[config.mk]
export PLATFORM = sky130hd
export DESIGN_NAME = stf_stream_gen
export DESIGN_NICKNAME = d
export VERILOG_FILES = /design/src/rtl/stf_stream_gen.sv
export SDC_FILE = /design/constraint.sdc
export NUM_CORES = 1
export LEC_CHECK = 0
export ABC_AREA = 1
export BUFFER_PORTS_ARGS = -buffer_cell sky130_fd_sc_hd__buf_2
export CORE_MARGIN = 2
export CORE_UTILIZATION = 50
export CTS_CLUSTER_SIZE = 25
export DETAILED_ROUTE_END_ITERATION = 12
export HOLD_SLACK_MARGIN = 0.1
export PLACE_DENSITY = 0.75
export SETUP_SLACK_MARGIN = 0.3
export SYNTH_ARGS = -nofsm -noshare
export SYNTH_HDL_FRONTEND = slang
export SYNTH_SLANG_ARGS = --single-unit
export TNS_END_PERCENT = 100
[constraint.sdc]
create_clock -name clk -period 2.69 [get_ports clk]
set_input_delay 0.538 -clock clk [delete_from_list [all_inputs] [get_ports clk]]
set_output_delay 0.538 -clock clk [all_outputs]
set_load 0.03 [all_outputs]
[src/rtl/stf_stream_gen.sv]
// L-STF preamble generator: replays the 16-sample short-training period
// NUM_SYM times over valid/ready. Optional macro STF_WINDOW_EN.
module stf_stream_gen #(
    parameter int DATA_W  = 16,
    parameter int NUM_SYM = 10
) (
    input  logic              clk,
    input  logic              rstn,
    input  logic              start,
    input  logic              abort,
    input  logic [1:0]        gain_sh,
    output logic              busy,
    output logic              done,
    output logic              out_valid,
    input  logic              out_ready,
    output logic [DATA_W-1:0] out_i,
    output logic [DATA_W-1:0] out_q,
    output logic              out_last
);

    typedef enum logic {
        IDLE,
        RUN
    } state_t;

    localparam logic [7:0] LAST_SYM = 8'(NUM_SYM - 1);

    state_t            state_q, state_d;
    logic [3:0]        idx_q, idx_d;
    logic [7:0]        sym_q, sym_d;
    logic [1:0]        gain_q, gain_d;
    logic              tail_q, tail_d;
    logic              valid_q, valid_d;
    logic              last_q, last_d;
    logic              done_q, done_d;
    logic [DATA_W-1:0] i_q, i_d;
    logic [DATA_W-1:0] q_q, q_d;
    logic              load;
    logic              hs;
    logic              at_end;
    logic              halve;
    logic signed [15:0] si, sq;

    function automatic logic [15:0] tbl_i(input logic [2:0] k);
        logic [15:0] r;
        unique case (k)
            3'd0: r = 16'hFD0E;
            3'd1: r = 16'h0000;
            3'd2: r = 16'h02F2;
            3'd3: r = 16'h042A;
            3'd4: r = 16'h02F2;
            3'd5: r = 16'h0000;
            3'd6: r = 16'hFD0E;
            3'd7: r = 16'hFBD6;
            default: r = 16'h0000;
        endcase
        return r;
    endfunction

    function automatic logic [15:0] tbl_q(input logic [2:0] k);
        logic [15:0] r;
        unique case (k)
            3'd0: r = 16'hFD0E;
            3'd1: r = 16'hFBD6;
            3'd2: r = 16'hFD0E;
            3'd3: r = 16'h0000;
            3'd4: r = 16'h02F2;
            3'd5: r = 16'h042A;
            3'd6: r = 16'h02F2;
            3'd7: r = 16'h0000;
            default: r = 16'h0000;
        endcase
        return r;
    endfunction

    // Top-aligned in a 40-bit field: pads LSBs when wide, truncates when narrow.
    function automatic logic [DATA_W-1:0] fit(input logic [15:0] v);
        logic [39:0] ext;
        ext = {v, 24'd0};
        return ext[39 -: DATA_W];
    endfunction

    assign hs     = valid_q & out_ready;
    assign at_end = (sym_q == LAST_SYM) && (idx_q == 4'd15);

    always_comb begin
        state_d = state_q;
        idx_d   = idx_q;
        sym_d   = sym_q;
        gain_d  = gain_q;
        tail_d  = tail_q;
        valid_d = valid_q;
        last_d  = last_q;
        i_d     = i_q;
        q_d     = q_q;
        done_d  = 1'b0;
        load    = 1'b0;
        halve   = 1'b0;
        si      = '0;
        sq      = '0;

        unique case (state_q)
            IDLE: begin
                if (start) begin
                    state_d = RUN;
                    gain_d  = gain_sh;
                    idx_d   = 4'd0;
                    sym_d   = 8'd0;
                    tail_d  = 1'b0;
                    load    = 1'b1;
                end
            end
            RUN: begin
                if (abort || (hs && last_q)) begin
                    state_d = IDLE;
                    idx_d   = 4'd0;
                    sym_d   = 8'd0;
                    tail_d  = 1'b0;
                    valid_d = 1'b0;
                    last_d  = 1'b0;
                    i_d     = '0;
                    q_d     = '0;
                    done_d  = !abort;
                end else if (hs) begin
                    load = 1'b1;
`ifdef STF_WINDOW_EN
                    if (at_end) begin
                        tail_d = 1'b1;
                        idx_d  = 4'd0;
                    end else
`endif
                    if (idx_q == 4'd15) begin
                        idx_d = 4'd0;
                        sym_d = sym_q + 8'd1;
                    end else begin
                        idx_d = idx_q + 4'd1;
                    end
                end
            end
            default: state_d = IDLE;
        endcase

        if (load) begin
            si = $signed(tbl_i(idx_d[2:0])) >>> gain_d;
            sq = $signed(tbl_q(idx_d[2:0])) >>> gain_d;
`ifdef STF_WINDOW_EN
            halve  = tail_d || (sym_d == 8'd0 && idx_d == 4'd0);
            last_d = tail_d;
`else
            last_d = (sym_d == LAST_SYM) && (idx_d == 4'd15);
`endif
            if (halve) begin
                si = si >>> 1;
                sq = sq >>> 1;
            end
            valid_d = 1'b1;
            i_d     = fit(si);
            q_d     = fit(sq);
        end
    end

    always_ff @(posedge clk or negedge rstn) begin
        if (!rstn) begin
            state_q <= IDLE;
            idx_q   <= 4'd0;
            sym_q   <= 8'd0;
            gain_q  <= 2'd0;
            tail_q  <= 1'b0;
            valid_q <= 1'b0;
            last_q  <= 1'b0;
            done_q  <= 1'b0;
            i_q     <= '0;
            q_q     <= '0;
        end else begin
            state_q <= state_d;
            idx_q   <= idx_d;
            sym_q   <= sym_d;
            gain_q  <= gain_d;
            tail_q  <= tail_d;
            valid_q <= valid_d;
            last_q  <= last_d;
            done_q  <= done_d;
            i_q     <= i_d;
            q_q     <= q_d;
        end
    end

    assign busy      = (state_q == RUN);
    assign done      = done_q;
    assign out_valid = valid_q;
    assign out_last  = last_q;
    assign out_i     = i_q;
    assign out_q     = q_q;

endmodule

==> results of run 1 <==
## power groups by stage
stage	Clock (uW)	Combinational (uW)	Sequential [uW]
detailed placement	0	976	857
global placement	0	965	852
global route	456	1090	873
floorplan	0	480	1110
finish	416	996	849
CTS	426	985	848
## registers in the layout (all words and copies together), names as in the netlist
signal	cells
out_q	12
out_i	12
done	1
idx_q	4
gain_q	2
busy	1
out_last	1
sym_q	8
out_valid	1
## cell families after synthesis
kind of cell | Yosys count | share of synthesized area (%)
and+or+nand+nor | 218 | 38.95
AOI/OAI and AO/OA | 22 | 6.329
adders and majority gates | 8 | 3.895
xor gates and xnor gates | 1 | 0.3409
DFF | 42 | 40.90
buffers and inverters | 51 | 9.590
## worst min path at each step
| stage | to | slack [ns] |
|---|---|---|
| floorplan | busy$_DFF_PN0_ | 0.24 |
| global placement | out_i[9]$_DFFE_PN0P_ | 0.46 |
| detailed placement | out_i[1]$_DFFE_PN0P_ | 0.46 |
| CTS | out_i[0]$_DFFE_PN0P_ | 0.43 |
| global route | out_i[4]$_DFFE_PN0P_ | 0.46 |
| finish | out_valid$_DFFE_PN0P_ | 0.39 |
## cell type report
cell class / instances / area share [%]
multi-input combinational: 249 / 45.04
sequential: 42 / 35.57
timing repair buffer: 48 / 8.619
inverter: 36 / 4.732
tap: 70 / 2.957
clock buffer: 7 / 2.915
clock inverter: 1 / 0.1690
## what timing repair did
item | 4_1_cts | 5_1_grt
pin swaps | 0 | 2
setup buffers | 0 | 1
gates resized for setup | 5 | 11
hold buffers | 0 | 0
endpoints found under the hold margin | 0 | 0
setup endpoints to repair | 16 | 23
## critical path: stages (launching register included)
cell	delay, ns
dfrtp_1	0.43
ha_4	0.25
or2_2	0.29
nand3_2	0.10
o21ai_4	0.09
ha_1	0.29
inv_2	0.09
nand2_2	0.07
o21ai_4	0.11
nand2_4	0.11
nand2_2	0.11
nand2_1	0.06
nand2_1	0.07
nand2_1	0.05
## placed cells by master (no fill, tap or decap), types with 2 or more instances in the layout
| cell type | count |
|---|---|
| nand2_1 | 115 |
| nand3_1 | 57 |
| buf_2 | 42 |
| dfrtp_1 | 40 |
| inv_1 | 27 |
| nor2_1 | 10 |
| nand2_2 | 10 |
| o211ai_1 | 8 |
| inv_2 | 7 |
| ha_1 | 7 |
| nand2_4 | 6 |
| clkbuf_8 | 6 |
| buf_4 | 6 |
| nand4_1 | 5 |
| o21ai_0 | 5 |
| nand3_2 | 3 |
| nor2_4 | 3 |
| or2_1 | 3 |
| o21ai_2 | 3 |
| inv_4 | 2 |
| o21ai_4 | 2 |
| dfrtp_2 | 2 |
## per-stage QoR
step / hold slack (ns) / setup WS, ns / cell area (sq um) / utilization, % / power [uW]
finish: 0.3888 / 0.4793 / 2962 / 58.73 / 2261
floorplan: 0.2424 / 0.3998 / 2570 / - / 1594
global route: 0.4554 / 0.3001 / 2962 / 58.73 / 2420
CTS: 0.4263 / 0.3161 / 2907 / 57.64 / 2259
detailed placement: 0.4615 / 0.02004 / 2799 / 55.51 / 1834
global placement: 0.4586 / 0.09491 / 2799 / 55.51 / 1818
## routing by layer
metal | GRT usage (%) | wire length, um | up-vias | share of wire, %
met5 | 0 | 0 | - | 0
met4 | 6.628 | 81 | 0 | 1.4
met3 | 5.291 | 273 | 9 | 4.6
met2 | 34.78 | 2739 | 63 | 46
met1 | 33.08 | 2842 | 1101 | 48
li1 | - | - | 1176 | -
==> results by group, run 1 <==
Layout
  • Sequential cell area: 0.001054 sq mm
  • Layout Cells excl Fill: 453
  • Antenna cells: 0
  • Final nets: 397
  • Layout cells sized above 1: 25.59%
  • Area of the multi-input gates: 0.001334 sq mm
  • Area added between synthesis and finish: 15.24%
  • Fill count: 464

Clock network
  • Clk sinks: 42
  • TritonCTS Buffers: 5
  • Worst-path clk slew: 0.08 ns
  • CTS tree: yes
  • Clock latency on the worst-skew pair: 0.29 ns
  • H-tree levels: 2
  • Root Buffer: clkbuf_8
  • CTS Buffer Depth: 2

Floorplanning
  • # IOs: 43
  • Floorplan row count: 26
  • Die Ht: 75.70 um
  • Die area: 0.005730 sq mm
  • Die W: 75.70 um
  • Core area: 0.005042 sq mm
  • Starting Density: 50.97%

Yosys
  • Share of Yosys cell area claimed by the top area cell type: 40.90%
  • Syn nets: 357
  • Library cells used by synthesis: 33
  • Avg Synthesized Cell Area: 7.515 sq um
  • Post-synthesis sequential area ratio: 40.90%
  • Largest cells by area after synthesis: dfrtp_1 41%, nand2_1 17%, nand3_1 11%
  • Post-synth top cells: 117 x nand2_1, 59 x nand3_1, 42 x dfrtp_1
  • Synth warn: 0
  • Mapped Area: 0.002570 sq mm
  • Largest area contributor in the netlist: dfrtp_1
  • Most common cell in the synthesized netlist: nand2_1
  • Synth Flop Type: dfrtp_1
  • Cells after Synth: 342
  • Post-synth ARST share: 100.0%
  • Post-synth EDFFs: 0
  • Synth Register Bits: 42

Routing
  • Residual DRC: 0
  • Wire per inst: 13.10 um
  • Antenna Nets Post-Route: 0
  • Via count: 2349
  • Drt pass-1 iters: 4
  • Routed vias/inst: 5.185
  • Drt total wl: 5.936 mm
  • Initial DRC Count: 104

Power
  • Comb pwr share: 44.1%
  • Switching part of the total power: 44.67%
  • Static Leak: 0.001551 uW
  • P_sw: 1010 uW
  • Int Power: 1251 uW
  • PD cells: 763.5 mW/mm^2
  • Clk pwr share: 18.4%
  • Sequential cell fraction of total power: 37.6%
  • Peak VDD IR: 0.4201 mV

Setup path
  • Worst Path Arrival: 2.40 ns
  • R2R Path Start: idx_q[1]$_DFF_PN0_
  • Cells on worst reg2reg path: 13
  • End of the worst register-to-register path: out_i[9]$_DFFE_PN0P_
  • FF-to-FF setup slack: 0.48 ns
  • Critical path launch point: idx_q[1]$_DFF_PN0_
  • Crit Path Class: flip-flop to flip-flop
  • Critical path endpoint category: flip-flop
  • Critical Path End: out_i[9]$_DFFE_PN0P_
  • Startpoint types: flip-flop
  • Critical Path Fanout Max: 7
  • WP data required: 2.88 ns

Place
  • Hpwl dp: 4.390 mm
  • Routability cong.: 0.9040
  • Number of I/O port buffers: 42
  • Post-Place Cells: 444

STA
  • Max Clock Freq: 452.3 MHz
  • Final worst path period need: 2.211 ns
  • Tightest Pin Transition: 0.9374 ns
  • Period utilization: 82.18%
  • Final slew viol count: 0
  • RSZ-0062 raised after global routing: yes
  • Rel. slew slack: 37.51%
  • Final Hold Viols: 0
  • Setup TNS: 0 ns
  • Worst clock skew: 0.007436 ns
  • Final Setup Violations: 0

Job
  • Max-cap viol count: 0

Min path
  • Min-delay worst type: primary input to async pin

GRT
  • GR Overflow Total: 0
  • Vias in the first global route: 2113
  • First-pass GRT wire length: 9.977 mm
  • GR Util All Layers: 22.96%
  • Initial antenna violation count: 0
  • Largest net degree at the start of global routing: 43

Run status
  • Status: finished, final reports clean
Note: power is estimated with default switching activity, not from simulation.
==> run 2: changes to the inputs <==
- PLACE_DENSITY: 0.75 -> 0.78
- clock period: 2.69 -> 1.9 ns (I/O delays scaled with it)
==> results by group, run 2 (synthesis gave the netlist of run 1 again) <==
Run status
  • Status: complete, but fails checks
  • Failing checks: negative setup slack

Setup path
  • Crit-path cells: ha_4 -> or2_4 -> nand3_4 -> o21ai_4 -> buf_6 -> ha_4 -> buf_4 -> buf_4 -> o21ai_1 -> nand2_1 -> nand2_1 -> nand2_1 -> nand2_1
  • FF-to-FF setup slack: -0.29 ns
  • Critical path buffers and inverters: 3
  • CP dominant cell by count: nand2_1
  • Worst Path Arrival: 2.42 ns
  • Delay-heaviest family, CP: simple AND/OR/NAND/NOR gates
  • Crit Path Class: flip-flop to flip-flop
  • Critical Path Fanout Max: 5
  • Startpoint types: flip-flop
  • R2R Path Start: idx_q[0]$_DFF_PN0_
  • Cells on worst reg2reg path: 13
  • CP max-delay cell: dfrtp_1
  • End of the worst register-to-register path: out_q[1]$_DFFE_PN0P_
  • WP data required: 2.13 ns
  • Critical path endpoint category: flip-flop
  • Critical Path Stages: 13
  • Crit-path max cell delay: 0.44 ns

Routing
  • Drt pass-1 iters: 7
  • Antenna Nets Post-Route: 0
  • Wire per inst: 18.41 um
  • Drt total wl: 9.520 mm
  • Residual DRC: 0
  • Via count: 3026
  • Routed vias/inst: 5.853
  • Initial DRC Count: 268

STA
  • Final Hold Viols: 0
  • Period utilization: 115.4%
  • Final slew viol count: 0
  • Min setup slack post-route: -0.2917 ns
  • WHS: 0.4016 ns
  • Worst clock skew: 0.01424 ns
  • Final worst path period need: 2.192 ns
  • Tightest Pin Transition: 0.5377 ns
  • Max Clock Freq: 456.3 MHz
  • Rel. slew slack: 64.15%
  • RSZ-0062 raised after global routing: yes
  • Final Setup Violations: 24

Layout
  • Commonest cells after routing, fill and taps aside: 98 x nand2_1, 49 x buf_4, 42 x buf_2
  • Area added between synthesis and finish: 55.26%
  • Fill count: 287
  • Antenna cells: 0
  • Commonest non-fill, non-tap cell in the layout: nand2_1
  • Layout cells sized above 1: 50.11%
  • Cell area after layout: 0.003990 sq mm
  • Final nets: 461
  • Area of the multi-input gates: 0.001729 sq mm
  • Sequential cell area: 0.001054 sq mm

GRT
  • GR Overflow Total: 0
  • Largest net degree at the start of global routing: 27
  • Vias in the first global route: 2578
  • Initial antenna violation count: 0
  • First-pass GRT wire length: 12.03 mm
  • GR Util All Layers: 28.15%

Power
  • Switching part of the total power: 45.61%
  • PD cells: 968.9 mW/mm^2
  • Clk pwr share: 16.0%
  • P_sw: 1763 uW
  • Comb pwr share: 52.6%
  • Peak VDD IR: 0.6393 mV
  • Sequential cell fraction of total power: 31.4%
  • Int Power: 2103 uW
  • Static Leak: 0.002043 uW

Min path
  • Min-delay worst type: primary input to flip-flop
  • Worst hold start: abort
  • Worst hold path endpoint: done$_DFF_PN0_
  • Worst Hold Path Cells: 3

Place
  • Routability cong.: 0.8943
  • Hpwl dp: 4.969 mm
  • Number of I/O port buffers: 42
  • DP Area: 0.003258 sq mm

Floorplanning
  • Core area: 0.005042 sq mm
  • Starting Density: 50.97%
  • # IOs: 43
  • Die Ht: 75.70 um
  • Die W: 75.70 um
  • Floorplan row count: 26
  • Die area: 0.005730 sq mm

Clock network
  • H-tree levels: 2
  • Clock latency on the worst-skew pair: 0.30 ns
  • CTS tree: yes
  • CTS Buffer Depth: 2
  • Clk sinks: 42
  • TritonCTS Buffers: 5
  • Root Buffer: clkbuf_8
  • Worst-path clk slew: 0.09 ns

Job
  • Max-cap viol count: 0
run 2: cell count changes in the layout (fill, tap and decap cells not counted), moves of 4 or more:
cell     previous run  this run
nand2_4             6        16
nand3_4             0         4
inv_1              27        23
nand3_2             3        25
nand2_2            10        16
nor2_1             10         6
buf_4               6        49
nand3_1            57        31
ha_1                7         1
ha_4                1         5
buf_6               0        14
buf_12              0         5
nand2_1           115        98
run 2: area by class of cell:
type                       count  share of cell area (%)
clock buffer                   7                   2.164
clock inverter                 1                  0.1254
inverter                      36                   3.951
multi-input combinational    249                   43.34
sequential                    42                   26.40
tap                           70                   2.195
timing repair buffer         112                   21.83
run 2: worst register-to-register path, delay by kind of cell (launching register included):
kind                       cells  cell delay [ns]
AOI/OAI and AO/OA              2             0.27
buffers and inverters          3             0.40
DFF                            1             0.44
and+or+nand+nor                6             0.62
adders and majority gates      2             0.41
run 2: how the worst max path moves through the flow:
stage,to,startpoint,slack [ns]
6_report,out_q[1]$_DFFE_PN0P_,idx_q[0]$_DFF_PN0_,-0.29
3_3_place_gp,out_last$_DFFE_PN0P_,start,-0.18
4_1_cts,out_q[1]$_DFFE_PN0P_,idx_q[1]$_DFF_PN0_,-0.16
2_1_floorplan,out_i[9]$_DFFE_PN0P_,idx_q[1]$_DFF_PN0_,-0.07
3_5_place_dp,out_q[1]$_DFFE_PN0P_,idx_q[1]$_DFF_PN0_,-0.26
5_1_grt,out_q[1]$_DFFE_PN0P_,idx_q[0]$_DFF_PN0_,-0.35
run 2: what timing repair did:
action	CTS	global route
hold endpoints to repair	21	0
gates cloned	0	2
pin swaps	25	35
hold buffers	1	0
setup endpoints to repair	26	29
setup buffers	13	12
resized for setup	52	45
run 2: power by group through the flow:
stage          sequential [uW]  combinational (uW)  clock, uW
2_1_floorplan             1580                 733          0
3_3_place_gp              1210                1580          0
3_5_place_dp              1210                1600          0
4_1_cts                   1200                1760        621
5_1_grt                   1240                2140        657
6_report                  1210                2030        620
run 2: metrics by stage:
step | instances | power [uW] | utilization, % | setup WS [ns] | TNS [ns]
3_3_place_gp | 481 | 2782 | 64.62 | -0.1831 | -2.641
3_5_place_dp | 481 | 2817 | 64.62 | -0.2648 | -4.287
5_1_grt | 517 | 4035 | 79.13 | -0.3456 | -6.141
6_report | 517 | 3866 | 79.13 | -0.2917 | -5.074
2_1_floorplan | 342 | 2317 | - | -0.07208 | -0.5320
4_1_cts | 503 | 3581 | 73.03 | -0.1554 | -1.797
run 2: metal layers:
metal / track usage [%] / up-vias / share of wire (%)
met3: 5.423 / 54 / 7.6
met2: 48.41 / 222 / 49
met5: 0 / - / 0
met4: 8.967 / 0 / 5.0
li1: - / 1308 / -
met1: 35.71 / 1442 / 38
==> run 3: changes to the inputs <==
- BUFFER_PORTS_ARGS: -buffer_cell sky130_fd_sc_hd__buf_2 -> default
- CORE_MARGIN: 2 -> default
- DONT_BUFFER_PORTS: default -> 1
- PLACE_DENSITY: 0.78 -> 0.71
==> results by group, run 3 (synthesis gave the netlist of run 1 again) <==
Run status
  • Status: complete, but fails checks
  • Failing checks: negative setup slack

Floorplanning
  • Die area: 0.005431 sq mm
  • Core area: 0.004848 sq mm
  • # IOs: 43
  • Die W: 73.70 um
  • Starting Density: 53.01%
  • Die Ht: 73.70 um
  • Floorplan row count: 25

Power
  • P_sw: 1509 uW
  • Comb pwr share: 33.3%
  • PD cells: 1015 mW/mm^2
  • Static Leak: 0.001610 uW
  • Int Power: 1848 uW
  • Clk pwr share: 20.3%
  • Sequential cell fraction of total power: 46.3%
  • Switching part of the total power: 44.95%
  • Tot Pwr: 3356 uW
  • Peak VDD IR: 0.5746 mV

STA
  • Final worst path period need: 2.032 ns
  • Period utilization: 106.9%
  • Tightest Pin Transition: 0.4129 ns
  • Worst clock skew: 0.004891 ns
  • Final Setup Violations: 23
  • Final slew viol count: 0
  • Min setup slack post-route: -0.1317 ns
  • RSZ-0062 raised after global routing: yes
  • Rel. slew slack: 72.70%
  • Max Clock Freq: 492.2 MHz
  • Final Hold Viols: 0

Clock network
  • CTS Buffer Depth: 2
  • Worst-path clk slew: 0.08 ns
  • H-tree levels: 2
  • Root Buffer: clkbuf_8
  • CTS tree: yes
  • TritonCTS Buffers: 5
  • Clk sinks: 42
  • Clock latency on the worst-skew pair: 0.30 ns

Layout
  • Commonest cells after routing, fill and taps aside: 111 x nand2_1, 43 x nand3_1, 40 x dfrtp_1
  • Fill count: 387
  • Area added between synthesis and finish: 28.63%
  • Final nets: 392
  • Layout Cells excl Fill: 445
  • Antenna cells: 0
  • Commonest non-fill, non-tap cell in the layout: nand2_1
  • Layout cells sized above 1: 33.07%
  • Util after Layout: 68.18%

GRT
  • First-pass GRT wire length: 10.66 mm
  • Largest net degree at the start of global routing: 43
  • GR Overflow Total: 0
  • Vias in the first global route: 2305
  • GR Util All Layers: 25.94%
  • Initial antenna violation count: 0

Setup path
  • Startpoint types: flip-flop
  • Critical path buffers and inverters: 4
  • Delay-heaviest family, CP: simple AND/OR/NAND/NOR gates
  • Critical path endpoint category: flip-flop
  • Worst Path Arrival: 2.23 ns
  • CP max-delay cell: dfrtp_2
  • Crit Path Class: flip-flop to flip-flop
  • Critical Path Fanout Max: 7
  • Crit-path max cell delay: 0.45 ns
  • FF-to-FF setup slack: -0.13 ns
  • CP dominant cell by count: nand2_1
  • WP data required: 2.10 ns
  • Crit-path cells: nand2_4 -> inv_4 -> nand2_4 -> nand2_4 -> clkinv_4 -> nand3_4 -> o21ai_4 -> inv_2 -> ha_4 -> inv_2 -> nand2_1 -> nand2_1 -> nand2_1 -> nand2_1 -> nand2_1 -> nand2_1 -> nand2_1

Place
  • Hpwl dp: 4.533 mm
  • Routability cong.: 0.8629
  • Post-Place Cells: 428
  • Number of I/O port buffers: 0

Routing
  • Drt pass-1 iters: 4
  • Via count: 2404
  • Initial DRC Count: 94
  • Residual DRC: 0
  • Wire per inst: 14.67 um
  • Drt total wl: 6.529 mm
  • Antenna Nets Post-Route: 0
  • Routed vias/inst: 5.402

Min path
  • Min-delay worst type: primary input to flip-flop

Job
  • Max-cap viol count: 0
==> run 3: cell types whose count changed in the layout (fill, tap and decap cells not counted), sizes merged <==
cell    change
buf        -68
clkinv      -1
==> run 3: area by class of cell <==
class | count | area, sq um | area share [%]
sequential | 42 | 1054 | 31.87
timing repair buffer | 43 | 372.9 | 11.28
clock buffer | 8 | 110.1 | 3.331
inverter | 36 | 147.6 | 4.466
tap | 67 | 83.83 | 2.536
multi-input combinational | 249 | 1538 | 46.52
==> run 3: power by group through the flow <==
stage	registers (uW)	clock network, uW	logic (uW)
final	1560	683	1120
after global routing	1590	740	1220
after CTS	1560	694	1050
after detailed placement	1580	0	968
after global placement	1570	0	957
after floorplan	1580	0	733
==> run 3: per-stage QoR <==
step	hold WS, ns	setup slack (ns)	setup TNS [ns]	instance area (sq um)
floorplan	0.08441	-0.07208	-0.5320	2703
global placement	0.08530	-0.1190	-1.680	2947
detailed placement	0.08522	-0.1622	-2.409	2947
CTS	0.1364	-0.1084	-1.387	3212
global route	0.1240	-0.2386	-4.048	3306
finish	0.1375	-0.1317	-2.114	3306
==> run 3: final timing paths <==
| check | cells past startpoint | endpoint | from |
|---|---|---|---|
| hold / removal | 1 | done$_DFF_PN0_ | abort |
| min in group asynchronous | 2 | sym_q[0]$_DFF_PN0_ | rstn |
| setup / recovery | 17 | out_q[1]$_DFFE_PN0P_ | out_valid$_DFFE_PN0P_ |
| hold reg to reg | 2 | out_i[14]$_DFFE_PN0P_ | out_i[14]$_DFFE_PN0P_ |
| setup reg to reg | 17 | out_q[1]$_DFFE_PN0P_ | out_valid$_DFFE_PN0P_ |
| max in group asynchronous | 2 | busy$_DFF_PN0_ | rstn |
==> run 3: repair_timing <==
action / CTS / global route
hold buffers: 2 / 0
pin swaps: 14 / 12
endpoints found under the hold margin: 42 / 0
buffers inserted: 4 / 3
endpoints found under the setup margin: 25 / 30
resized for setup: 20 / 20
==> run 3: layer usage <==
layer  GRT usage [%]  routed length (um)  vias up
li1                -                   -     1166
met1           34.77                2911     1141
met2           40.77                3131       85
met3           7.407                 392       12
met4           7.265                  93        0
met5               0                   0        -
